<file path="config.mk">
export PLATFORM = sky130hd
export DESIGN_NAME = mem_port_arbiter_flat
export DESIGN_NICKNAME = d
export VERILOG_FILES = /design/src/rtl/mem_port_arbiter_if.sv /design/src/rtl/mem_port_arbiter.sv /design/src/flat_wrapper.sv
export SDC_FILE = /design/constraint.sdc
export NUM_CORES = 1
export LEC_CHECK = 0
export CAP_MARGIN = 30
export CORE_AREA = 2 2 203 205
export CTS_CLUSTER_SIZE = 28
export DETAILED_ROUTE_END_ITERATION = 8
export DIE_AREA = 0 0 205 207
export GPL_ROUTABILITY_DRIVEN = 1
export HOLD_SLACK_MARGIN = 0.08
export SLEW_MARGIN = 20
export SYNTH_ARGS = -nofsm -noshare
export SYNTH_HDL_FRONTEND = slang
export SYNTH_SLANG_ARGS = --single-unit
</file>
<file path="constraint.sdc">
create_clock -name clk -period 14.25 [get_ports clk]
set_input_delay 2.1375 -clock clk [delete_from_list [all_inputs] [get_ports clk]]
set_output_delay 2.1375 -clock clk [all_outputs]
set_load 0.005 [all_outputs]
</file>
<file path="src/rtl/mem_port_arbiter_if.sv">
// Bundle of fetch, data and shared-memory signals around mem_port_arbiter.
// master = arbiter side, slave = requesters plus memory.
interface mem_port_arbiter_if #(
    parameter int ADDR_W = 64,
    parameter int DATA_W = 64
);
    // Handshake: a requester raises req with stable address/data and holds it
    // until its ready pulses for one cycle; memory answers each mem_en access
    // with a single-cycle mem_ack carrying mem_rdata.
    logic              if_req;
    logic [ADDR_W-1:0] if_addr;
    logic              if_ready;
    logic [DATA_W-1:0] if_rdata;
    logic              d_req;
    logic              d_we;
    logic [ADDR_W-1:0] d_addr;
    logic [DATA_W-1:0] d_wdata;
    logic              d_ready;
    logic [DATA_W-1:0] d_rdata;
    logic              mem_en;
    logic              mem_we;
    logic [ADDR_W-1:0] mem_addr;
    logic [DATA_W-1:0] mem_wdata;
    logic [DATA_W-1:0] mem_rdata;
    logic              mem_ack;
    logic              busy;
    logic [1:0]        state_dbg;

    modport master (
        input  if_req, if_addr, d_req, d_we, d_addr, d_wdata, mem_rdata, mem_ack,
        output if_ready, if_rdata, d_ready, d_rdata,
        output mem_en, mem_we, mem_addr, mem_wdata, busy, state_dbg
    );

    modport slave (
        output if_req, if_addr, d_req, d_we, d_addr, d_wdata, mem_rdata, mem_ack,
        input  if_ready, if_rdata, d_ready, d_rdata,
        input  mem_en, mem_we, mem_addr, mem_wdata, busy, state_dbg
    );
endinterface

</file>
<file path="src/rtl/mem_port_arbiter.sv">
// Shares one single-ported memory between fetch and data paths, data first.
// Define ARB_STARVE_GUARD_EN to force a fetch after STARVE_MAX data grants.
module mem_port_arbiter #(
    parameter int ADDR_W     = 64,
    parameter int DATA_W     = 64,
    parameter int STARVE_MAX = 4
) (
    input logic          clk,
    input logic          reset,
    mem_port_arbiter_if.master bus
);
    typedef enum logic [1:0] {
        S_IDLE   = 2'd0,
        S_IF_ACC = 2'd1,
        S_D_ACC  = 2'd2,
        S_DONE   = 2'd3
    } state_t;

    if (STARVE_MAX < 1 || STARVE_MAX > 15) begin : g_bad_starve_max
        $error("STARVE_MAX must be in 1..15");
    end

    state_t            state_q, state_d;
    logic              owner_d_q;
    logic              we_q;
    logic [ADDR_W-1:0] addr_q;
    logic [DATA_W-1:0] wdata_q;
    logic [DATA_W-1:0] if_rdata_q;
    logic [DATA_W-1:0] d_rdata_q;
    logic              starve_trip;
    logic              grant_d, grant_if;

`ifdef ARB_STARVE_GUARD_EN
    logic [3:0] starve_q;

    assign starve_trip = (starve_q == 4'(STARVE_MAX)) && bus.if_req;

    // Counts data grants that overtook a waiting fetch.
    always_ff @(posedge clk or posedge reset) begin
        if (reset) begin
            starve_q <= 4'd0;
        end else if (grant_if) begin
            starve_q <= 4'd0;
        end else if (grant_d) begin
            starve_q <= bus.if_req ? starve_q + 4'd1 : 4'd0;
        end
    end
`else
    assign starve_trip = 1'b0;
`endif

    always_ff @(posedge clk or posedge reset) begin
        if (reset) begin
            state_q <= S_IDLE;
        end else begin
            state_q <= state_d;
        end
    end

    always_comb begin
        state_d  = state_q;
        grant_d  = 1'b0;
        grant_if = 1'b0;
        case (state_q)
            S_IDLE: begin
                if (bus.d_req && !starve_trip) begin
                    state_d = S_D_ACC;
                    grant_d = 1'b1;
                end else if (bus.if_req) begin
                    state_d  = S_IF_ACC;
                    grant_if = 1'b1;
                end
            end
            S_IF_ACC, S_D_ACC: begin
                if (bus.mem_ack) state_d = S_DONE;
            end
            default: state_d = S_IDLE;
        endcase
    end

    // Request fields are captured at grant so the memory sees a stable access.
    always_ff @(posedge clk or posedge reset) begin
        if (reset) begin
            owner_d_q  <= 1'b0;
            we_q       <= 1'b0;
            addr_q     <= '0;
            wdata_q    <= '0;
            if_rdata_q <= '0;
            d_rdata_q  <= '0;
        end else begin
            if (grant_d) begin
                owner_d_q <= 1'b1;
                we_q      <= bus.d_we;
                addr_q    <= bus.d_addr;
                wdata_q   <= bus.d_wdata;
            end else if (grant_if) begin
                owner_d_q <= 1'b0;
                we_q      <= 1'b0;
                addr_q    <= bus.if_addr;
            end
            if (bus.mem_ack && state_q == S_IF_ACC) begin
                if_rdata_q <= bus.mem_rdata;
            end
            if (bus.mem_ack && state_q == S_D_ACC && !we_q) begin
                d_rdata_q <= bus.mem_rdata;
            end
        end
    end

    always_comb begin
        bus.mem_en    = (state_q == S_IF_ACC) || (state_q == S_D_ACC);
        bus.busy      = (state_q != S_IDLE);
        bus.if_ready  = (state_q == S_DONE) && !owner_d_q;
        bus.d_ready   = (state_q == S_DONE) && owner_d_q;
        bus.state_dbg = state_q;
    end

    assign bus.mem_we    = we_q;
    assign bus.mem_addr  = addr_q;
    assign bus.mem_wdata = wdata_q;
    assign bus.if_rdata  = if_rdata_q;
    assign bus.d_rdata   = d_rdata_q;
endmodule
</file>
<file path="src/flat_wrapper.sv">
// flat-port wrapper written by rule: the top's interface ports become plain ports
module mem_port_arbiter_flat 
#(
    parameter int ADDR_W     = 64,
    parameter int DATA_W     = 64,
    parameter int STARVE_MAX = 4
)
  (clk, reset, bus_if_req, bus_if_addr, bus_d_req, bus_d_we, bus_d_addr, bus_d_wdata, bus_mem_rdata, bus_mem_ack, bus_if_ready, bus_if_rdata, bus_d_ready, bus_d_rdata, bus_mem_en, bus_mem_we, bus_mem_addr, bus_mem_wdata, bus_busy, bus_state_dbg);
  mem_port_arbiter_if #(.ADDR_W(ADDR_W), .DATA_W(DATA_W)) bus_i ();
  input logic clk;
  input logic reset;
  input wire logic [$bits(bus_i.if_req)-1:0] bus_if_req;
  input wire logic [$bits(bus_i.if_addr)-1:0] bus_if_addr;
  input wire logic [$bits(bus_i.d_req)-1:0] bus_d_req;
  input wire logic [$bits(bus_i.d_we)-1:0] bus_d_we;
  input wire logic [$bits(bus_i.d_addr)-1:0] bus_d_addr;
  input wire logic [$bits(bus_i.d_wdata)-1:0] bus_d_wdata;
  input wire logic [$bits(bus_i.mem_rdata)-1:0] bus_mem_rdata;
  input wire logic [$bits(bus_i.mem_ack)-1:0] bus_mem_ack;
  output wire logic [$bits(bus_i.if_ready)-1:0] bus_if_ready;
  output wire logic [$bits(bus_i.if_rdata)-1:0] bus_if_rdata;
  output wire logic [$bits(bus_i.d_ready)-1:0] bus_d_ready;
  output wire logic [$bits(bus_i.d_rdata)-1:0] bus_d_rdata;
  output wire logic [$bits(bus_i.mem_en)-1:0] bus_mem_en;
  output wire logic [$bits(bus_i.mem_we)-1:0] bus_mem_we;
  output wire logic [$bits(bus_i.mem_addr)-1:0] bus_mem_addr;
  output wire logic [$bits(bus_i.mem_wdata)-1:0] bus_mem_wdata;
  output wire logic [$bits(bus_i.busy)-1:0] bus_busy;
  output wire logic [$bits(bus_i.state_dbg)-1:0] bus_state_dbg;
  assign bus_i.if_req = bus_if_req;
  assign bus_i.if_addr = bus_if_addr;
  assign bus_i.d_req = bus_d_req;
  assign bus_i.d_we = bus_d_we;
  assign bus_i.d_addr = bus_d_addr;
  assign bus_i.d_wdata = bus_d_wdata;
  assign bus_i.mem_rdata = bus_mem_rdata;
  assign bus_i.mem_ack = bus_mem_ack;
  assign bus_if_ready = bus_i.if_ready;
  assign bus_if_rdata = bus_i.if_rdata;
  assign bus_d_ready = bus_i.d_ready;
  assign bus_d_rdata = bus_i.d_rdata;
  assign bus_mem_en = bus_i.mem_en;
  assign bus_mem_we = bus_i.mem_we;
  assign bus_mem_addr = bus_i.mem_addr;
  assign bus_mem_wdata = bus_i.mem_wdata;
  assign bus_busy = bus_i.busy;
  assign bus_state_dbg = bus_i.state_dbg;
  mem_port_arbiter #(.ADDR_W(ADDR_W), .DATA_W(DATA_W), .STARVE_MAX(STARVE_MAX)) u_core (.clk(clk), .reset(reset), .bus(bus_i));
endmodule
</file>
==> impl_results.md <==
* Vias in the first global route at 8182
* Worst reg2reg path depth at 5
* Detailed Routing Iterations Pass 1 at 5
* Detailed Place HPWL at 24480 um
* Final wirelength at 32850 um
* # IOs at 525
* Critical path class: reg -> out
* Crit path required time at 12.11 ns
* Net Count, Synth at 984
* Initial antenna violation count at 1
* Hold Path Stages at 2
* DR vias/cell at 4.394
* Worst endpoint data arrival time at 2.57 ns
* Post-cts sizing count at 0
* Critical path fanouts, max at 37
* Rows at 74
* Crit Reg-Reg Startpoint: u_core.bus.state_dbg[0]
* Placed Cells at 1735
* Number of distinct library cells after synthesis at 20
* Worst Hold Class: reg -> reg
* Die Y-Extent at 207 um
* Area growth from synthesis to final layout at 67.03%
* Max Cap Viol at 0
* Critical Path Max Stage Delay at 0.53 ns
* Final Skew at 0.02232 ns
* Total negative setup slack at 0 ns
* Crit start category: register
* N_diodes at 0
* Setup ws final at 9.545 ns
* Met1 usage at 17.16%
* Worst path top cell family by delay: buffers and inverters
* GRT busiest layer: met2
* Final Hold Viols at 0
* CTS tree: yes
* Layout cells sized above 1 at 20.11%
* Critical R2R Capture: u_core.bus.mem_wdata[59]
* Avg Inst Size Synth at 14.09 um^2
* Initial core utilization at 25.07%
* Port bufs at 524
* Met3 usage at 4.626%
* Final setup vio count at 0
* Status: finished clean
* CTS Buffer Depth at 3
* Total number of vias at 7844
* Core Box Area at 40370 um^2
* Remaining global-route overflow at 0
* Peak supply drop at 0.00009328 V
* Ys Warns at 0
* Die area at 42440 um^2
* Period utilisation layout at 33.02%
* CP cell instances: inv_1 > ha_1 > inv_2 > buf_12 > clkdlybuf4s50_1
* CTS buffer count at 29
* Min Tclk post-route at 4.705 ns
* Postcts setup bufs at 0
* CTS Root Cell: clkbuf_16
* PD cells at 211.9 nW/um^2
* Worst R2R Setup Slack at 12.05 ns
* Fin cells at 1785
* Post-Place Setup Slack at 9.821 ns
* Setup crit end kind: output port
* Synth Cell Area at 10120 um^2
* # H-tree levels at 1
* Global-route wire length before repair at 49090 um
* Largest net degree at the start of global routing at 130
* Final Wtd Congestion at 0.8362
* Hold buffer count at cts at 0
* Fin. max-slew vios at 0
* Seq/Total Area, Yosys at 64.30%
* Slew @ Worst Pin at 0.9536 ns
* CTS Sinks at 260
* #FFs+latches synth at 260
* Final #Nets at 1502
* Slew headroom at 36.43%
* Cell count after synthesis at 718
* Drt wl/cell at 18.40 um
* Leak at 0.006991 uW
* CP Buf/Inv Count at 4
* Reg clk slew, reported paths at 0.06 ns
* Total GRT Usage at 14.88%
* Worst Min Path Start: u_core.bus.mem_addr[44]
* Drt drc at 0
* DRT iter0 DRCs at 253
* ANT nets after route at 0
* Fmax at 212.6 MHz
* Met2 usage at 26.01%
* Critical path depth at 5
* Die Wd at 205 um
* CP max-delay cell: clkdlybuf4s50_1
* RSZ-0062 raised after global routing: no
* Hold EP: u_core.bus.mem_addr[44]
* Worst-Skew Late Latency at 0.56 ns
-- state kept, by name (all words and copies together) (netlist names) --
signal	count
u_core.bus.mem_we	1
u_core.owner_d_q	1
u_core.bus.if_rdata	64
u_core.bus.mem_wdata	64
u_core.bus.mem_addr	64
u_core.bus.d_rdata	64
u_core.bus.state_dbg	2
-- synthesized netlist by cell type, drive strengths merged --
master / n / area [um^2]
nand2: 69 / 259.0
dfrtp: 260 / 6506
o21ai: 65 / 325.3
nand3b: 1 / 7.510
a21oi: 2 / 10.01
inv: 5 / 18.76
and2: 1 / 6.260
ha: 4 / 50.05
a22oi: 64 / 480.5
nor2b: 2 / 12.51
buf: 39 / 196.4
or2b: 1 / 7.510
mux2: 194 / 2185
clkbuf: 9 / 33.78
a32o: 1 / 10.01
o32a: 1 / 10.01
-- how the worst max path moves through the flow --
stage	from	slack (ns)	to
6_report	u_core.bus.state_dbg[0]	9.55	bus_busy
4_1_cts	u_core.bus.state_dbg[0]	9.46	bus_busy
3_5_place_dp	reset	9.82	u_core.bus.mem_wdata[25]
2_1_floorplan	reset	4.96	u_core.bus.d_rdata[0]
3_3_place_gp	reset	9.84	u_core.bus.mem_wdata[19]
5_1_grt	u_core.bus.state_dbg[0]	9.37	bus_busy
-- power breakdown --
group / internal [uW] / switching [uW] / leakage [uW]
Sequential: 1110 / 192 / 0.00312
Combinational: 1020 / 542 / 0.00342
Clock: 429 / 291 / 0.000453
-- kinds of logic after synthesis --
group / share of synthesized area (%)
AO/OA/AOI/OAI: 8.260
adder cells (fa/ha/maj): 0.4946
buffers and inverters: 2.461
flip-flops: 64.30
multiplexers: 21.59
AND/OR/NAND/NOR: 2.894
-- area by class of cell --
cell class              instances  area, um^2
multi-input cells             405        3392
clock buffers                  43       858.3
clock inverters                 5       57.56
fillers                      3806       23470
repair buffers                535        5395
inverters                       5       26.28
flip-flops and latches        260        6506
well taps                     532       665.6
-- placed cells by master (no fill, tap or decap), types with 2 or more instances in the layout --
| cell | n |
|---|---|
| a21oi_1 | 2 |
| a22oi_1 | 64 |
| buf_16 | 3 |
| buf_4 | 7 |
| clkbuf_1 | 6 |
| clkbuf_16 | 29 |
| clkbuf_8 | 8 |
| clkdlybuf4s50_1 | 523 |
| clkinv_2 | 2 |
| dfrtp_1 | 260 |
| ha_1 | 4 |
| inv_1 | 3 |
| mux2_1 | 2 |
| mux2_2 | 192 |
| nand2_1 | 67 |
| o21ai_0 | 64 |
-- worst register-to-register path, cell delays in order, from the launching register on --
cell and delay [ns]:
dfrtp_1 0.41, inv_1 0.09, ha_1 0.31, nand2_2 0.11, buf_4 0.66, mux2_2 0.50
-- stage by stage --
step / instance area, um^2 / util (%) / total power [uW] / hold slack [ns]
2_1_floorplan: 10120 / - / 1861 / 0.4591
3_3_place_gp: 15880 / 39.34 / 2867 / 0.4604
3_5_place_dp: 15930 / 39.46 / 2900 / 0.4691
4_1_cts: 16850 / 41.73 / 3646 / 0.4828
5_1_grt: 16900 / 41.87 / 3804 / 0.5021
6_report: 16900 / 41.87 / 3582 / 0.4782
-- layer usage --
metal | share of wire [%] | up-vias | wire (um)
li1 | - | 3591 | -
met1 | 39 | 3815 | 12670
met2 | 49 | 377 | 16110
met3 | 9.5 | 59 | 3105
met4 | 2.9 | 2 | 954
met5 | 0.049 | - | 16
Power figures use the tool's default switching activity.
